**src/rtl/fetch_queue.sv**
```systemverilog
// fetch_queue: instruction fetch buffer between the fetch and decode stages.
// Circular buffer of DEPTH {pc, instr} entries with valid/ready handshakes on
// both sides, a flush input that discards every queued entry, and a
// saturating counter of entries lost to flushes.
//
// Ports:
//   clk, reset          rising-edge clock, synchronous active-low reset
//   in_valid/in_ready   push handshake; in_pc/in_instr carry the entry
//   out_valid/out_ready pop handshake; out_pc/out_instr/out_pca4 show the
//                       head entry (all zero while the queue is empty)
//   flush               discard all entries (reset > flush > push/pop)
//   count               occupied entries, 0..DEPTH
//   drop_cnt            saturating count of entries discarded by flush
module fetch_queue #(
  parameter int unsigned DEPTH = 4
) (
  input  logic                     clk,
  input  logic                     reset,
  input  logic                     in_valid,
  output logic                     in_ready,
  input  logic [31:0]              in_pc,
  input  logic [31:0]              in_instr,
  output logic                     out_valid,
  input  logic                     out_ready,
  output logic [31:0]              out_pc,
  output logic [31:0]              out_instr,
  output logic [31:0]              out_pca4,
  input  logic                     flush,
  output logic [$clog2(DEPTH):0]   count,
  output logic [7:0]               drop_cnt
);

  localparam int unsigned AW = $clog2(DEPTH);
  localparam int unsigned CW = AW + 1;
  localparam logic [CW-1:0] FULL = CW'(DEPTH);

  logic [31:0]   pc_mem    [DEPTH];
  logic [31:0]   instr_mem [DEPTH];
  logic [AW-1:0] head_q, tail_q;
  logic [CW-1:0] count_q, count_d;
  logic [7:0]    drop_q, drop_d;
  logic [CW-1:0] drop_add;
  logic [8:0]    drop_sum;
  logic          push, pop;

  // Flow control depends only on registered occupancy, so there is no
  // combinational path between the two sides of the queue.
  assign in_ready  = (count_q != FULL);
  assign out_valid = (count_q != '0);
  assign push      = in_valid && in_ready && !flush;
  assign pop       = out_valid && out_ready;

  // Head fields are masked while empty so stale storage never leaks out.
  assign out_pc    = out_valid ? pc_mem[head_q]             : '0;
  assign out_instr = out_valid ? instr_mem[head_q]          : '0;
  assign out_pca4  = out_valid ? (pc_mem[head_q] + 32'd4)   : '0;

  assign count    = count_q;
  assign drop_cnt = drop_q;

  always_comb begin
    count_d = count_q;
    case ({push, pop})
      2'b10:   count_d = count_q + CW'(1);
      2'b01:   count_d = count_q - CW'(1);
      default: count_d = count_q;
    endcase
  end

  // An entry popped in the flush cycle was consumed, not dropped.
  always_comb begin
    drop_add = pop ? (count_q - CW'(1)) : count_q;
    drop_sum = {1'b0, drop_q} + 9'(drop_add);
    drop_d   = drop_sum[8] ? 8'hFF : drop_sum[7:0];
  end

  always_ff @(posedge clk) begin
    if (!reset) begin
      head_q  <= '0;
      tail_q  <= '0;
      count_q <= '0;
      drop_q  <= '0;
    end else if (flush) begin
      head_q  <= '0;
      tail_q  <= '0;
      count_q <= '0;
      drop_q  <= drop_d;
    end else begin
      // DEPTH is a power of two, so natural pointer overflow wraps to 0.
      if (push) tail_q <= tail_q + AW'(1);
      if (pop)  head_q <= head_q + AW'(1);
      count_q <= count_d;
    end
  end

  // Storage is not reset; contents are hidden by the out_valid mask.
  always_ff @(posedge clk) begin
    if (reset && push) begin
      pc_mem[tail_q]    <= in_pc;
      instr_mem[tail_q] <= in_instr;
    end
  end

endmodule

```
**config.mk**
```make
export PLATFORM = sky130hd
export DESIGN_NAME = fetch_queue
export DESIGN_NICKNAME = d
export VERILOG_FILES = /design/src/rtl/fetch_queue.sv
export SDC_FILE = /design/constraint.sdc
export NUM_CORES = 1
export LEC_CHECK = 0
export CAP_MARGIN = 20
export CORE_MARGIN = 4
export CORE_UTILIZATION = 45
export CTS_CLUSTER_SIZE = 8
export DETAILED_ROUTE_END_ITERATION = 10
export HOLD_SLACK_MARGIN = 0.08
export MAX_ROUTING_LAYER = met4
export PLACE_DENSITY = 0.76
export SYNTH_ARGS = -nofsm -noshare
export SYNTH_HDL_FRONTEND = slang
export SYNTH_SLANG_ARGS = --single-unit
export TNS_END_PERCENT = 1
```
**constraint.sdc**
```tcl
create_clock -name clk -period 9.8 [get_ports clk]
set_input_delay 2.94 -clock clk [delete_from_list [all_inputs] [get_ports clk]]
set_output_delay 2.94 -clock clk [all_outputs]
set_load 0.01 [all_outputs]
```
# After elaboration in Yosys (flattened, before gate mapping)
# Memory sizes are Yosys's and may differ from the RTL's. A register that Yosys moved wholly into a read port is not among the register bits.
# Index checks and enable logic that the tools add are counted.
[word_totals]
ram_bits = 256
n_memories = 2
ff_bits = 15
word_cells = 36
[memory_table]
columns = ["memory", "depth", "width", "read_ports", "rd_clocked_by_memory_dff", "wr", "line", "source"]
rows = [
  ["instr_mem", 4, 32, 1, 1, 1, "38", "logic [31:0] instr_mem [DEPTH];"],
  ["pc_mem", 4, 32, 1, 1, 1, "37", "logic [31:0] pc_mem [DEPTH];"],
]
[op_classes]
bitwise_logic = 1
n_eq_ne = 3
muxes = 12
addsub = 6
reduce_logical = 8
[op_table]
columns = ["cell", "count"]
rows = [
  ["two-way mux 32 bit", 3],
  ["adder 32 x 3 -> 32 bit (second input constant)", 1],
  ["adder 8 x 3 -> 9 bit", 1],
  ["two-way mux 2 bit", 4],
  ["two-way mux 8 bit", 1],
  ["case mux 3 bit (2 select lines)", 1],
  ["adder 2 x 1 -> 2 bit (second input constant)", 2],
  ["logical AND 1 bit", 4],
  ["adder 3 x 1 -> 3 bit (second input constant)", 1],
  ["two-way mux 3 bit", 1],
  ["!= test 3 bit (second input constant)", 1],
  ["nonzero test 3 bit", 1],
  ["subtractor 3 x 1 -> 3 bit (second input constant)", 1],
  ["equality test 2 x 1 -> 1 bit (second input constant)", 1],
  ["equality test 2 bit (second input constant)", 1],
  ["two-way mux 1 bit", 2],
  ["nonzero test 2 bit", 1],
  ["OR reduction 2 bit", 1],
  ["logical NOT 1 bit", 1],
  ["NOT 1 bit", 1],
]

# Depth between registers and ports, before layout
[logic_depth]
depth_word = 6
ltp_mapped = 15

# Least setup slack after synthesis
# OpenSTA, ideal clock, no wires.
[synth_path]
path_kind = "reg-to-output"
from = "register with a tool-made name"
to = "output port out_pca4[16]"
t_arrival_ps = 2660
required_time_ps = 6860
slack_ps = 4200
path_stages_with_launch = 12
n_path_buf = 4
path_cell_list = "dfxtp_1 > buf_6 > buf_12 > buf_6 > mux4_2 > ha_1 > nand2_1 > o22ai_1 > nand4_1 > buf_2 > or3_2 > a21oi_1"
[synth_lines]
columns = ["element", "line", "source"]
rows = [
  ["end: declaration", "27", "output logic [31:0] out_pca4,"],
]

==> reports/qor.yml <==
outcome: "finished, final reports clean"
dieWidth_microns: 168
ios: 178
worstPathRequired_ns: 6.86
path_cells: "buf_4 -> mux4_2 -> and2_1 -> nand4_1 -> or4_4 -> mux2_4 -> clkdlybuf4s50_1"
die_y_microns: 168
synth_fa_ha_area_share_pct: 1.48
vias: 6330
cp-start-kind: "register"
tightest_slew_ns: 1.00
yosys_warnings: 0
fin_crit_sh_pct: 73.7
rsz0062_at_grt: "false"
clk_pin_slew_ns: 0.05
cp_num_buf_inv: 2
grt_pass1_vias: 6610
grt_max_degree: 68
antenna_found_initial: 3
power.total_w: 0.00270
synth_top_family_by_area: "multiplexers"
cts_sinks: 273
dp_hpwl_mm: 14.2
synth_area_leaders: "edfxtp_1 (67%), mux4_2 (10%), and2_1 (3.9%)"
layout_commonest_cell: "edfxtp_1"
cts_made_buffers: 40
period_needed_ns: 7.22
hold_viol: 0
crit_type: "reg2out"
synth_xor_area_share_pct: 1.22
cts_hold_buf: 0
leakage_nw: 4.76
drt_iter0_drc: 363
cts_setup_buffers: 0
crit_family: "simple AND/OR/NAND/NOR gates"
maxSlewHeadroom_pct: 33.3
clock_path_buffers: 3
critPathCaptureType: "output port"
synth_fp_nets: 726
synth_ff_type: "edfxtp_1"
rows: 58
ctsRootBufferMaster: "clkbuf_16"
track_usage_pct: 16.7
gr-total-overflow: 0
wl_mm: 23.1
tns_ns: 0
synth_top_area_share_pct: 66.9
cap_viol_max_count: 0
initial_core_util_pct: 45.6
slowest_delay_ns: 0.71
port_buffers: 177
synth_top_cell_by_area: "edfxtp_1"
clkLatencyLatePin_ns: 0.49
grt_pass1_wl_mm: 36.1
cp.arrival_ns: 4.28
cts_tree: "built"
area_growth_pct: 27.8
fin_skew_ns: 0.00671
avgViaCountPerCell: 5.32
cts_resized: 0
routed-wl-met2_mm: 11.2
synthCells: 644
hold_class: "reg2reg"
wl_per_cell_microns: 19.4
syn_area_per_cell_sq_um: 17.8
drtAntennaViolNets: 0
highest_layer: "met4"
finalHoldWorstSlack_ns: 0.527
synth_cell_types: 48
synth_compound_area_share_pct: 1.50
routedLengthMet1_mm: 9.92
slowest_stage: "or4_4"
seq_area_frac_synth_pct: 69.8
synth_edf_count: 256
synthSimpleGateAreaFrac_pct: 9.10
setup_viol: 0
routabilityCongestion: 0.823
drt_pre_antenna_iters: 4
report.final.slew_viol_count: 0
drive_gt1_share_pct: 15.5
die_area_sq_um: 28200
core-area_sq_um: 25200
final_cell_mix: "edfxtp_1 (256), clkdlybuf4s50_1 (177), and2_1 (67)"
met3_length_mm: 1.59
remaining_drc_errors: 0
synth_seq_cells: 273
irDropWorstVdd_v: 0.000145
cp_max_fo: 51
async_flop_share_pct: 0
fmax_mhz: 139
nNetsFinal: 920
pwr_density_cell_nw_per_um2: 184
netlist_area_sq_um: 11500
reg2reg_setup_slack_ns: 6.03
synthMuxAreaShare_pct: 14.8
cts-htree-levels: 2
==> final timing paths <==
| kind | from | endpoint | cells after the start |
|---|---|---|---|
| max | register | out_pca4[28] | 7 |
| min | head_q[0] | register | 2 |
| max reg2reg | count[0] | drop_cnt[6] | 15 |
| min reg2reg | head_q[0] | register | 2 |
==> cell families (layout without fill, tap and decap cells) <==
group / after synthesis / in the layout
DFF: 273 / 273
and+or+nand+nor: 186 / 186
muxes: 84 / 84
buffers and inverters: 42 / 254
AOI/OAI and AO/OA: 30 / 30
xor gates and xnor gates: 16 / 16
adders and majority gates: 13 / 13
other: 0 / 3
==> cell type report <==
class / count / area [sq um]
clock buffers: 57 / 1100
multi-input cells: 329 / 3250
repair buffers: 182 / 1820
fillers: 1886 / 10500
inverters: 12 / 45.0
flip-flops and latches: 273 / 8040
clock inverters: 3 / 25.0
diodes: 3 / 7.51
well taps: 330 / 413
==> cell usage after synthesis (3+ instances only) <==
library cell  count
mux4_1           11
and3_1            7
buf_4             4
nand2_1          18
nor2_1           38
a211oi_1          3
buf_6             3
mux2_2           15
inv_1            12
mux2i_1           4
xnor2_1           9
mux4_2           53
clkbuf_1         12
o21ai_0           9
nand3_1          14
or3_1             4
and2_1           71
nor3_1            9
edfxtp_1        256
buf_2             6
a21oi_1          12
buf_1             3
nor2b_1           4
nand4_1           6
dfxtp_1          17
ha_1             12
xor2_1            7
==> report_power, final <==
group | switching [W] | internal [W] | total (W)
Sequential | 0.00000600 | 0.00129 | 0.00130
Combinational | 0.0000932 | 0.000106 | 0.000199
Clock | 0.000436 | 0.000764 | 0.00120
Total | 0.000536 | 0.00216 | 0.00270
==> worst min-delay path, delay by kind of cell (launching register included) <==
family                    cells  cell delay, ns
xor gates and xnor gates      1            0.08
DFF                           1            0.33
and+or+nand+nor               1            0.08
==> per-stage QoR <==
step | area, sq um | utilization, % | setup WS (ns) | cells
global route | 14700 | 58.3 | 2.30 | 1189
floorplan | 11500 | - | 4.20 | 644
CTS | 14700 | 58.2 | 2.53 | 1185
finish | 14700 | 58.3 | 2.58 | 1189
global placement | 13500 | 53.8 | 3.14 | 1125
detailed placement | 13500 | 53.8 | 3.07 | 1125
==> sequential cells by signal (all words and copies together) (netlist names), named ones only <==
name	cells
count	3
drop_cnt	8
head_q	2
instr_mem	128
pc_mem	128
tail_q	2
==> layer usage <==
layer / global-route usage [%] / up-vias
met1: 21.9 / 3154
met3: 4.09 / 35
met5: - / -
li1: - / 2918
met4: 3.95 / 0
met2: 26.7 / 223
Note: power is estimated with default switching activity, not from simulation.
